### src/rtl/ntt_stage_sequencer.sv
// NTT DIF stage sequencer: one butterfly beat per valid&&ready, PIPE_LAT-cycle drain between stages,
// start->done = S*(N/2+PIPE_LAT)+1 with ready high. NTT_SEQ_STALL_CNT_EN adds o_stall_cycles.
module ntt_stage_sequencer #(
   parameter int PIPE_LAT = 6,
   parameter int ADDR_W   = 10
) (
   input  logic              clk,
   input  logic              i_resetn,
   input  logic              i_start,
   input  logic [2:0]        i_point_cfg,
   output logic              o_bf_valid,
   input  logic              i_bf_ready,
   output logic [ADDR_W-1:0] o_addr_a,
   output logic [ADDR_W-1:0] o_addr_b,
   output logic [8:0]        o_tw_idx,
   output logic [3:0]        o_stage,
   output logic              o_stage_start,
   output logic              o_busy,
   output logic              o_done
`ifdef NTT_SEQ_STALL_CNT_EN
   ,
   output logic [15:0]       o_stall_cycles
`endif
);

   localparam int AW1 = ADDR_W + 1;
   localparam int DW  = $clog2(PIPE_LAT + 1);

   typedef enum logic [1:0] {IDLE, ISSUE, DRAIN, DONE} state_t;

   state_t            state, state_nxt;
   logic [2:0]        cfg, cfg_nxt;
   logic [3:0]        stage, stage_nxt;
   logic [ADDR_W-1:0] k, k_nxt;
   logic [ADDR_W-1:0] base, base_nxt;
   logic [9:0]        beat, beat_nxt;
   logic [DW-1:0]     drain_cnt;
   logic [AW1-1:0]    npts;
   logic [ADDR_W-1:0] half, half_nxt;
   logic              accept, last_beat, last_stage, drain_end;

   assign npts       = AW1'(8) << cfg;
   assign half       = ADDR_W'(npts >> (stage + 4'd1));
   assign half_nxt   = ADDR_W'((AW1'(8) << cfg_nxt) >> (stage_nxt + 4'd1));
   assign accept     = o_bf_valid && i_bf_ready;
   assign last_beat  = (beat == 10'((npts >> 1) - AW1'(1)));
   assign last_stage = (stage == ({1'b0, cfg} + 4'd2));
   assign drain_end  = (drain_cnt == DW'(1));
   assign o_stage    = stage;

   always_ff @(posedge clk) begin
      if (!i_resetn) state <= IDLE;
      else           state <= state_nxt;
   end

   always_comb begin
      state_nxt = state;
      case (state)
         IDLE:    if (i_start) state_nxt = ISSUE;
         ISSUE:   if (accept && last_beat) state_nxt = DRAIN;
         DRAIN:   if (drain_end) state_nxt = last_stage ? DONE : ISSUE;
         DONE:    state_nxt = IDLE;
         default: state_nxt = IDLE;
      endcase
   end

   always_comb begin
      o_bf_valid = (state == ISSUE);
      o_busy     = (state != IDLE);
      o_done     = (state == DONE);
   end

   // k walks within a butterfly group, base jumps by 2h at group end: a = base + k.
   always_comb begin
      cfg_nxt   = cfg;
      stage_nxt = stage;
      k_nxt     = k;
      base_nxt  = base;
      beat_nxt  = beat;
      case (state)
         IDLE: begin
            if (i_start) begin
               cfg_nxt   = i_point_cfg;
               stage_nxt = 4'd0;
               k_nxt     = '0;
               base_nxt  = '0;
               beat_nxt  = '0;
            end
         end
         ISSUE: begin
            if (accept && !last_beat) begin
               beat_nxt = beat + 10'd1;
               if (k == half - ADDR_W'(1)) begin
                  k_nxt    = '0;
                  base_nxt = base + ADDR_W'({half, 1'b0});
               end else begin
                  k_nxt = k + ADDR_W'(1);
               end
            end
         end
         DRAIN: begin
            if (drain_end && !last_stage) begin
               stage_nxt = stage + 4'd1;
               k_nxt     = '0;
               base_nxt  = '0;
               beat_nxt  = '0;
            end
         end
         DONE:    stage_nxt = 4'd0;
         default: ;
      endcase
   end

   always_ff @(posedge clk) begin
      if (!i_resetn) begin
         cfg   <= '0;
         stage <= '0;
         k     <= '0;
         base  <= '0;
         beat  <= '0;
      end else begin
         cfg   <= cfg_nxt;
         stage <= stage_nxt;
         k     <= k_nxt;
         base  <= base_nxt;
         beat  <= beat_nxt;
      end
   end

   // Beat outputs are built from next-state values so they are registered and hold during stalls.
   always_ff @(posedge clk) begin
      if (!i_resetn) begin
         o_addr_a      <= '0;
         o_addr_b      <= '0;
         o_tw_idx      <= '0;
         o_stage_start <= 1'b0;
      end else begin
         o_stage_start <= (state_nxt == ISSUE) && (state != ISSUE);
         if (state_nxt == ISSUE) begin
            o_addr_a <= base_nxt + k_nxt;
            o_addr_b <= base_nxt + k_nxt + half_nxt;
            o_tw_idx <= 9'(k_nxt << stage_nxt);
         end else begin
            o_addr_a <= '0;
            o_addr_b <= '0;
            o_tw_idx <= '0;
         end
      end
   end

   always_ff @(posedge clk) begin
      if (!i_resetn)                               drain_cnt <= '0;
      else if (state == ISSUE && state_nxt == DRAIN) drain_cnt <= DW'(PIPE_LAT);
      else if (state == DRAIN && !drain_end)         drain_cnt <= drain_cnt - DW'(1);
   end

`ifdef NTT_SEQ_STALL_CNT_EN
   always_ff @(posedge clk) begin
      if (!i_resetn)                         o_stall_cycles <= '0;
      else if (state == IDLE && i_start)     o_stall_cycles <= '0;
      else if (o_bf_valid && !i_bf_ready && o_stall_cycles != 16'hFFFF)
         o_stall_cycles <= o_stall_cycles + 16'd1;
   end
`endif

endmodule

### config.mk
export PLATFORM = sky130hd
export DESIGN_NAME = ntt_stage_sequencer
export DESIGN_NICKNAME = d
export VERILOG_FILES = /design/src/rtl/ntt_stage_sequencer.sv
export SDC_FILE = /design/constraint.sdc
export NUM_CORES = 1
export LEC_CHECK = 0
export BUFFER_PORTS_ARGS = -buffer_cell sky130_fd_sc_hd__buf_2
export CAP_MARGIN = 0
export CORE_AREA = 2 2 103 105
export CTS_BUF_LIST = sky130_fd_sc_hd__clkbuf_2
export DETAILED_ROUTE_END_ITERATION = 10
export DIE_AREA = 0 0 105 107
export HOLD_SLACK_MARGIN = 0.05
export MAX_ROUTING_LAYER = met4
export PLACE_DENSITY = 0.75
export SKIP_LAST_GASP = 1
export SYNTH_ARGS = -nofsm -noshare
export SYNTH_HDL_FRONTEND = slang
export SYNTH_SLANG_ARGS = --single-unit
### constraint.sdc
create_clock -name clk -period 9.6 [get_ports clk]
set_input_delay 0.96 -clock clk [delete_from_list [all_inputs] [get_ports clk]]
set_output_delay 0.96 -clock clk [all_outputs]
set_load 0.02 [all_outputs]
Word-level counts from Yosys, hierarchy flattened
Cells that the tools add are included.
{ "op_classes": {"add_sub_neg": 11, "eq_ne": 13, "shift": 5, "n_mux": 26, "n_bitwise": 1, "n_reduce_logical": 17} }
{ "op_table": {"columns": ["operator", "count"], "rows": [
  ["$mux W10", 11],
  ["$pmux W10 S3", 3],
  ["$add A10 B10 Y10", 3],
  ["$shl A4 B3 Y11 const A", 2],
  ["$shr A11 B4 Y10", 2],
  ["$add A10 B1 Y10 const B", 2],
  ["$eq A10 B10 Y1", 2],
  ["$sub A10 B1 Y10 const B", 2],
  ["$mux W3", 4],
  ["$pmux W4 S3", 1],
  ["$shl A10 B4 Y9", 1],
  ["$add A4 B1 Y4 const B", 2],
  ["$mux W2", 4],
  ["$mux W4", 2],
  ["$pmux W2 S4", 1],
  ["$logic_and A1 B1 Y1", 7],
  ["$eq A2 B2 Y1 const B", 3],
  ["$add A3 B2 Y4 const B", 1],
  ["$eq A2 B1 Y1 const B", 2],
  ["$eq A4 B4 Y1", 1],
  ["$ne A2 B1 Y1 const B", 2],
  ["$ne A2 B2 Y1 const B", 2],
  ["$reduce_and A4 Y1", 1],
  ["$reduce_bool A2 Y1", 2],
  ["other kinds (8)", 10]
]} }
{ "totals": {"register_bits": 72, "in_bits": 7, "output_inout_bits": 37, "word_cells": 85} }

Depth between registers and ports, before layout
Gate-level depths: netlist of run 1.
{ "depth": {"depth_word": 9, "ltp_mapped": 36, "mapped_depth_nobuf": 33} }

Worst setup path before layout of run 1
OpenSTA, ideal clock, no wires.
{ "synth_path": {"kind": "reg2reg", "start": "register stage[1] (netlist: o_stage[1])", "end": "register o_addr_b[9]", "arrival_ns": 6.904, "required_time_ns": 9.535, "setup_slack_ns": 2.631, "path_stages_with_launch": 35, "cell_sequence": "dfxtp_1 ha_1 clkbuf_1 buf_2 nor4b_1 o31ai_1 nor3_1 a211oi_2 ha_1 inv_1 a311o_1 o21ai_1 nor4bb_1 buf_2 nand4_1 o2bb2ai_1 o211ai_2 a21boi_0 inv_1 ha_1 inv_1 fa_1 inv_1 ha_1 a21o_1 a21oi_1 o21bai_1 a21oi_1 o21bai_1 a21oi_1 o21bai_1 a21oi_1 xnor2_1 xnor3_1 nor2_1"} }
{ "synth_via": {"elab_chain_len": 9, "elab_cells_between_ends": 28, "cone_classes": "add/sub: 6; eq/ne: 3; shift: 2; mux: 14; reduce/logical: 3"} }
{ "synth_lines": {"columns": ["item", "line_no", "text"], "rows": [
  ["from (decl)", "33", "logic [3:0] stage, stage_nxt;"],
  ["from (signal assigned)", "123", "stage <= stage_nxt;"],
  ["$add A4 B1 Y4", "43", "assign half = ADDR_W'(npts >> (stage + 4'd1));"],
  ["$shr A11 B4 Y10", "43", null],
  ["$sub A10 B1 Y10", "93", "if (k == half - ADDR_W'(1)) begin"],
  ["$eq A10 B10 Y1", "93", null],
  ["$mux W10", "93", null],
  ["$mux W10", "91", "if (accept && !last_beat) begin"],
  ["$pmux W10 S3 (*)", "80", "case (state)"],
  ["net k_nxt[0]", "34", "logic [ADDR_W-1:0] k, k_nxt;"],
  ["$add A10 B10 Y10 (*) (2 in a row)", "141", "o_addr_b <= base_nxt + k_nxt + half_nxt;"],
  ["to (signal assigned)", "141", null],
  ["to (decl)", "14", "output logic [ADDR_W-1:0] o_addr_b,"]
]} }
The timed path passes the listed nets; every way through them passes the cells marked *.
A chain may end at the register's enable or synchronous reset.

Worst setup path after layout of run 1
{ "layout_path": {"start": "register stage[0] (netlist: o_stage[0])", "end": "register o_addr_b[9]"} }
Same word-level chain as after synthesis.

==> results.py, run 1 <==
metrics = {
    "synth": {
        "synth_adder_area_share_pct": 9.101,
        "synth_nets": 796,
        "ys.warnings.count": 0,
        "postSynthAreaPerCell_um2": 7.867,
        "synth.most_common_cell": "nor2_1",
        "synth-xor-area-share_pct": 11.55,
        "commonest_cells_in_the_synthesized_netlist": "80 x nor2_1, 72 x dfxtp_1, 57 x nand2_1",
        "netlist_top_cells_area": "dfxtp_1 24%, ha_1 8.1%, xnor2_1 7.6%",
        "post-synth-top-area-fraction_pct": 24.50,
        "synth.largest_area_cell": "dfxtp_1",
        "synth.yosys.seq_area_share_pct": 24.50,
        "synth_enable_flop_cells": 0,
        "synth_simple_gate_area_share_pct": 24.96,
        "combinational_family_with_the_most_area_after_synthesis": "simple AND/OR/NAND/NOR gates",
        "synthArstFlopShare_pct": 0,
        "netlist_instances": 748,
        "post_synth_mux_area_share_pct": 1.212,
        "ys_dominant_reg_cell": "dfxtp_1",
        "synth-compound-area-share_pct": 23.30,
        "synth.distinct_cells": 82,
        "synth_area_mm2": 0.005884,
        "synth_seq_cells": 72,
    },
    "setup_path": {
        "critPathLaunch": "o_stage[0]",
        "arrival_ns": 9.17,
        "r2r_setup_slack_ns": 0.94,
        "kind_of_capture_point_of_the_worst_setup_path": "flop",
        "worst_path_dominant_cell_family": "compound AO/OA/AOI/OAI gates",
        "crit_fanout": 24,
        "crit_path_max_incr_delay_ns": 0.85,
        "reg2regPathDepth": 31,
        "critical_path_class": "flop to flop",
        "worst_path_max_delay_cell": "dfxtp_1",
        "critical_path.n_buffers_inverters": 4,
        "timing.critical_path.from_type": "flop",
        "critical_path_required_ns": 10.11,
        "critical_path.reg2reg.endpoint": "o_addr_b[9]",
        "reg2reg_from": "o_stage[0]",
    },
    "routing": {
        "detail_route.iter0.violations": 427,
        "drt_drc_violations_left": 0,
        "num_vias": 5511,
        "dr.pass1.iters": 5,
        "antenna_left": 0,
        "wl_mm": 15.75,
        "wire_per_inst_um": 17.31,
        "via_per_inst": 6.056,
    },
    "cts": {
        "clk_path_buf_depth": 2,
        "clk_transition_reported_paths_ns": 0.21,
        "cts.htree.levels": 3,
        "clock-sinks": 72,
        "cts-buffers-inserted": 9,
        "root_buffer": "clkbuf_2",
        "worst_skew_pair.late_latency_ns": 0.59,
        "tritoncts": "built",
        "hold_buffers": 0,
    },
    "global_route": {
        "grt_max_degree": 37,
        "antenna_violations_before_repair": 0,
        "grt_use_total_pct": 29.73,
        "first_pass_grt_wire_length_mm": 25.99,
        "first_global_vias": 5239,
        "overflow": 0,
    },
    "placed_design": {
        "routability_congestion_estimate": 0.9147,
        "place_inst": 894,
        "placement.cell_area_mm2": 0.006118,
        "io_buffers": 43,
        "dpl_hpwl_mm": 11.93,
    },
    "sta": {
        "rsz0062_at_grt": "no",
        "fmaxAchievable_mhz": 115.5,
        "report.final.slew_viol_count": 0,
        "worstMarginPinSlew_ns": 0.9658,
        "report.final.hold_viol_count": 0,
        "worst_clock_skew_ns": 0.02706,
        "fin_crit_sh_pct": 90.18,
        "worst_slew_margin_rel_pct": 35.40,
        "setup_violations": 0,
        "finalSetupTns_ns": 0,
        "clock_period_minus_worst_slack_ns": 8.657,
    },
    "die": {
        "num_io_pins": 44,
        "standard_cell_core_area_mm2": 0.01009,
        "floorplan.die.height_um": 107,
        "die_width_um": 105,
        "num_rows": 37,
        "floorplan.initialDensity_pct": 58.31,
        "dieArea_mm2": 0.01124,
    },
    "outcome": {
        "status": "finished clean",
    },
    "power_and_ir_drop": {
        "power_leakage_nw": 2.636,
        "power.density_cell_area_mw_per_mm2": 95.07,
        "peakVddDrop_uv": 81.33,
        "post-layout-total-power_mw": 0.5925,
    },
    "hold_path": {
        "holdPathEnd": "base[0]",
        "holdCritStartpoint": "base[0]",
        "hold_class": "flop to flop",
        "min_path_cells": 2,
    },
    "cells_and_area": {
        "layout.filler_cells": 984,
        "fin_nets": 817,
        "final_design_area_no_fill_mm2": 0.006232,
        "antenna-diode-count": 0,
        "final_cells": 910,
        "ratio_of_cells_with_drive_above_1_in_the_final_layout_pct": 10.59,
        "finish.utilization_pct": 61.75,
        "areaGrowthSynthToFinish_pct": 5.911,
    },
    "flow_run": {
        "maxCapViolations": 0,
    },
}
[layer usage]
layer | GRT usage [%] | wire [um]
met5 | - | 0
met1 | 36.65 | 6988
met2 | 47.96 | 7292
met3 | 4.134 | 837
met4 | 14.86 | 635
[power by group]
group	total (mW)	internal (mW)	switching, mW
combinational	0.108	0.0386	0.0692
clock	0.175	0.0579	0.117
sequential	0.310	0.303	0.00660
[cell families after synthesis]
| logic type | count (synthesis) |
|---|---|
| flip-flops | 72 |
| AO/OA/AOI/OAI | 189 |
| XOR/XNOR | 76 |
| AND/OR/NAND/NOR | 288 |
| adder cells (fa/ha/maj) | 41 |
| buffers and inverters | 75 |
| multiplexers | 7 |
[worst max-delay path by stage]
stage | endpoint | slack, ns | depth (start not counted)
2_1_floorplan | o_addr_b[9] | 2.63 | 34
3_3_place_gp | o_addr_b[9] | 1.38 | 31
3_5_place_dp | o_addr_b[9] | 0.90 | 31
4_1_cts | o_addr_b[9] | 0.84 | 31
5_1_grt | o_addr_b[9] | 0.16 | 31
6_report | o_addr_b[9] | 0.94 | 31
[cells in the final DEF (no fill, tap or decap), drive strengths merged, types with 4 or more instances in the layout]
cell type / Yosys / layout
buf: 17 / 45
nor3: 24 / 24
nand3b: 4 / 4
o21bai: 16 / 16
nor3b: 6 / 6
xnor2: 51 / 51
nand4: 8 / 8
nand2: 57 / 57
o22ai: 5 / 5
dfxtp: 72 / 72
inv: 38 / 38
a21oi: 37 / 37
a22oi: 4 / 4
clkbuf: 18 / 9
a21o: 7 / 7
o211ai: 7 / 7
a211oi: 5 / 5
nand2b: 6 / 6
and3: 5 / 5
o21a: 7 / 7
o31ai: 7 / 7
nand3: 23 / 23
a221oi: 4 / 4
mux2i: 6 / 6
o21ai: 40 / 40
or2: 4 / 4
nor2: 80 / 80
clkinv: 2 / 8
a32oi: 5 / 5
xor2: 24 / 24
nor4: 5 / 5
and2: 35 / 35
a31oi: 9 / 9
nor2b: 14 / 14
ha: 38 / 38
[worst min-delay path, cell delays in order (launching register included)]
cell and delay, ns:
dfxtp_1 0.35, inv_1 0.06, nor2_1 0.05
[layout make-up]
type	instances	area [um2]	area share, %
clock buffers	9	45.04	0.7227
multi-input cells	601	4133	66.31
inverters	40	150.1	2.409
clock inverters	7	62.56	1.004
well taps	136	170.2	2.730
flip-flops and latches	72	1441	23.13
repair buffers	45	230.2	3.694
[timing repair]
action / in CTS / in global routing
resized for setup: 0 / 1
endpoints found under the setup margin: 0 / 1
setup buffers: 0 / 0
[sequential cells by signal, summed over array words and instances (netlist names), 4 cells and up]
| register | flops |
|---|---|
| beat | 10 |
| base | 10 |
| o_addr_b | 10 |
| o_tw_idx | 9 |
| k | 10 |
| o_stage | 4 |
| o_addr_a | 10 |
[through the flow]
step	hold WS (ns)	setup slack [ns]
2_1_floorplan	0.4165	2.631
3_3_place_gp	0.4322	1.381
3_5_place_dp	0.4331	0.9016
4_1_cts	0.4624	0.8352
5_1_grt	0.4814	0.1609
6_report	0.4691	0.9428
No activity file was read; power rests on OpenSTA's default activity.
==> run 2: changes to the inputs <==
Settings changed: RECOVER_POWER from default to 25.
==> run 2 against run 1 <==
Against the previous run:
- sequential power about the same
- critical path type unchanged
- highest routed layer unchanged
- die area is the same
- largest cell class unchanged
- sequential share of layout area increased by 0.12 points
- critical path depth did not move
- global-route usage unchanged
- largest power group unchanged
==> results.py, run 2 (synthesis results as in run 1) <==
metrics = {
    "routing": {
        "detail_route.iter0.violations": 419,
        "via_per_inst": 6.034,
        "antenna_left": 0,
        "num_vias": 5491,
        "drt_drc_violations_left": 0,
        "wl_mm": 15.78,
        "dr.pass1.iters": 6,
        "wire_per_inst_um": 17.34,
    },
    "die": {
        "num_io_pins": 44,
        "floorplan.die.height_um": 107,
        "dieArea_mm2": 0.01124,
        "num_rows": 37,
        "floorplan.initialDensity_pct": 58.31,
        "standard_cell_core_area_mm2": 0.01009,
        "die_width_um": 105,
    },
    "cts": {
        "clock-sinks": 72,
        "clk_transition_reported_paths_ns": 0.21,
        "cts-buffers-inserted": 9,
        "clk_path_buf_depth": 2,
        "cts.htree.levels": 3,
        "root_buffer": "clkbuf_2",
        "worst_skew_pair.late_latency_ns": 0.59,
        "tritoncts": "built",
    },
    "setup_path": {
        "crit_path_max_incr_delay_ns": 0.85,
        "timing.critical_path.from_type": "flop",
        "kind_of_capture_point_of_the_worst_setup_path": "flop",
        "arrival_ns": 9.17,
        "worst_path_max_delay_cell": "dfxtp_1",
        "critical_path_required_ns": 10.12,
        "critical_path_class": "flop to flop",
        "crit_fanout": 24,
    },
    "placed_design": {
        "place_inst": 894,
        "placement.cell_area_mm2": 0.006118,
        "routability_congestion_estimate": 0.9147,
        "dpl_hpwl_mm": 11.93,
        "io_buffers": 43,
    },
    "power_and_ir_drop": {
        "peakVddDrop_uv": 83.45,
        "power.density_cell_area_mw_per_mm2": 95.58,
        "power_leakage_nw": 2.523,
        "post-layout-total-power_mw": 0.5925,
    },
    "sta": {
        "finalSetupTns_ns": 0,
        "rsz0062_at_grt": "no",
        "fin_crit_sh_pct": 90.17,
        "clock_period_minus_worst_slack_ns": 8.656,
        "worst_clock_skew_ns": 0.02543,
        "worst_hold_slack_ns": 0.4738,
        "report.final.hold_viol_count": 0,
        "worstMarginPinSlew_ns": 0.9727,
        "fmaxAchievable_mhz": 115.5,
        "worst_slew_margin_rel_pct": 34.93,
        "report.final.slew_viol_count": 0,
        "setup_violations": 0,
    },
    "hold_path": {
        "hold_class": "flop to flop",
    },
    "cells_and_area": {
        "ratio_of_cells_with_drive_above_1_in_the_final_layout_pct": 7.235,
        "antenna-diode-count": 0,
        "final_common_cell": "nor2_1",
        "final_cells": 910,
        "fin_nets": 817,
        "final_design_area_no_fill_mm2": 0.006200,
        "areaGrowthSynthToFinish_pct": 5.358,
        "layout.cells.most_common_list": "80 x nor2_1, 72 x dfxtp_1, 57 x nand2_1",
    },
    "global_route": {
        "first_pass_grt_wire_length_mm": 25.99,
        "overflow": 0,
        "grt_max_degree": 37,
        "grt_use_total_pct": 29.73,
        "first_global_vias": 5239,
        "antenna_violations_before_repair": 0,
    },
    "flow_run": {
        "maxCapViolations": 0,
    },
    "outcome": {
        "status": "finished clean",
    },
}
## run 2: cell types whose count changed in the layout (fill, tap and decap cells not counted), sizes merged
cell,before,now
clkbuf,9,35
buf,45,19
## run 2: layout make-up
class / instances / area, um2
multi-input combinational: 601 / 4133
fill: 999 / 3892
sequential: 72 / 1441
timing repair buffer: 45 / 197.7
tap: 136 / 170.2
inverter: 40 / 150.1
clock inverter: 7 / 62.56
clock buffer: 9 / 45.04
## run 2: repair_timing
item                                    4_1_cts  5_1_grt
resized for setup                             0        1
hold buffers                                  0        0
hold endpoints to repair                      0        0
endpoints found under the setup margin        0        1
setup buffers                                 0        0
## run 2: through the flow
stage,util [%],worst slack [ns]
global route,61.43,0.1609
detailed placement,60.62,0.9016
CTS,61.69,0.8352
global placement,60.62,1.381
finish,61.43,0.9439
floorplan,-,2.631
## run 2: report_power, final
| group | switching, mW | internal [mW] | leakage (nW) | total (mW) |
|---|---|---|---|---|
| clock network | 0.118 | 0.0579 | 0.0728 | 0.176 |
| registers | 0.00661 | 0.303 | 0.582 | 0.310 |
| logic | 0.0691 | 0.0381 | 1.87 | 0.107 |
| total | 0.193 | 0.399 | 2.52 | 0.593 |
## run 2: path summary, 6_finish.rpt
kind	slack (ns)	from	cells after the start	endpoint
setup / recovery	0.94	o_stage[0]	31	o_addr_b[9]
setup reg to reg	0.94	o_stage[0]	31	o_addr_b[9]
hold reg to reg	0.47	base[0]	2	base[0]
hold / removal	0.47	base[0]	2	base[0]
## run 2: layer usage
layer  share of wire (%)  track usage, %  vias up  wire length, um
met5                   0               -        -                0
met4                 3.7           14.86        0              590
met3                 5.0           4.134       44              790
met2                  47           47.96      193             7355
met1                  45           36.65     2558             7041
li1                    -               -     2696                -
## run 2: worst max-delay path, delay by kind of cell (launching register included)
kind / cells / cell delay (ns)
flip-flops: 1 / 0.85
AO/OA/AOI/OAI: 15 / 4.01
adder cells (fa/ha/maj): 5 / 1.93
buffers and inverters: 4 / 0.31
XOR/XNOR: 2 / 0.37
AND/OR/NAND/NOR: 5 / 1.10
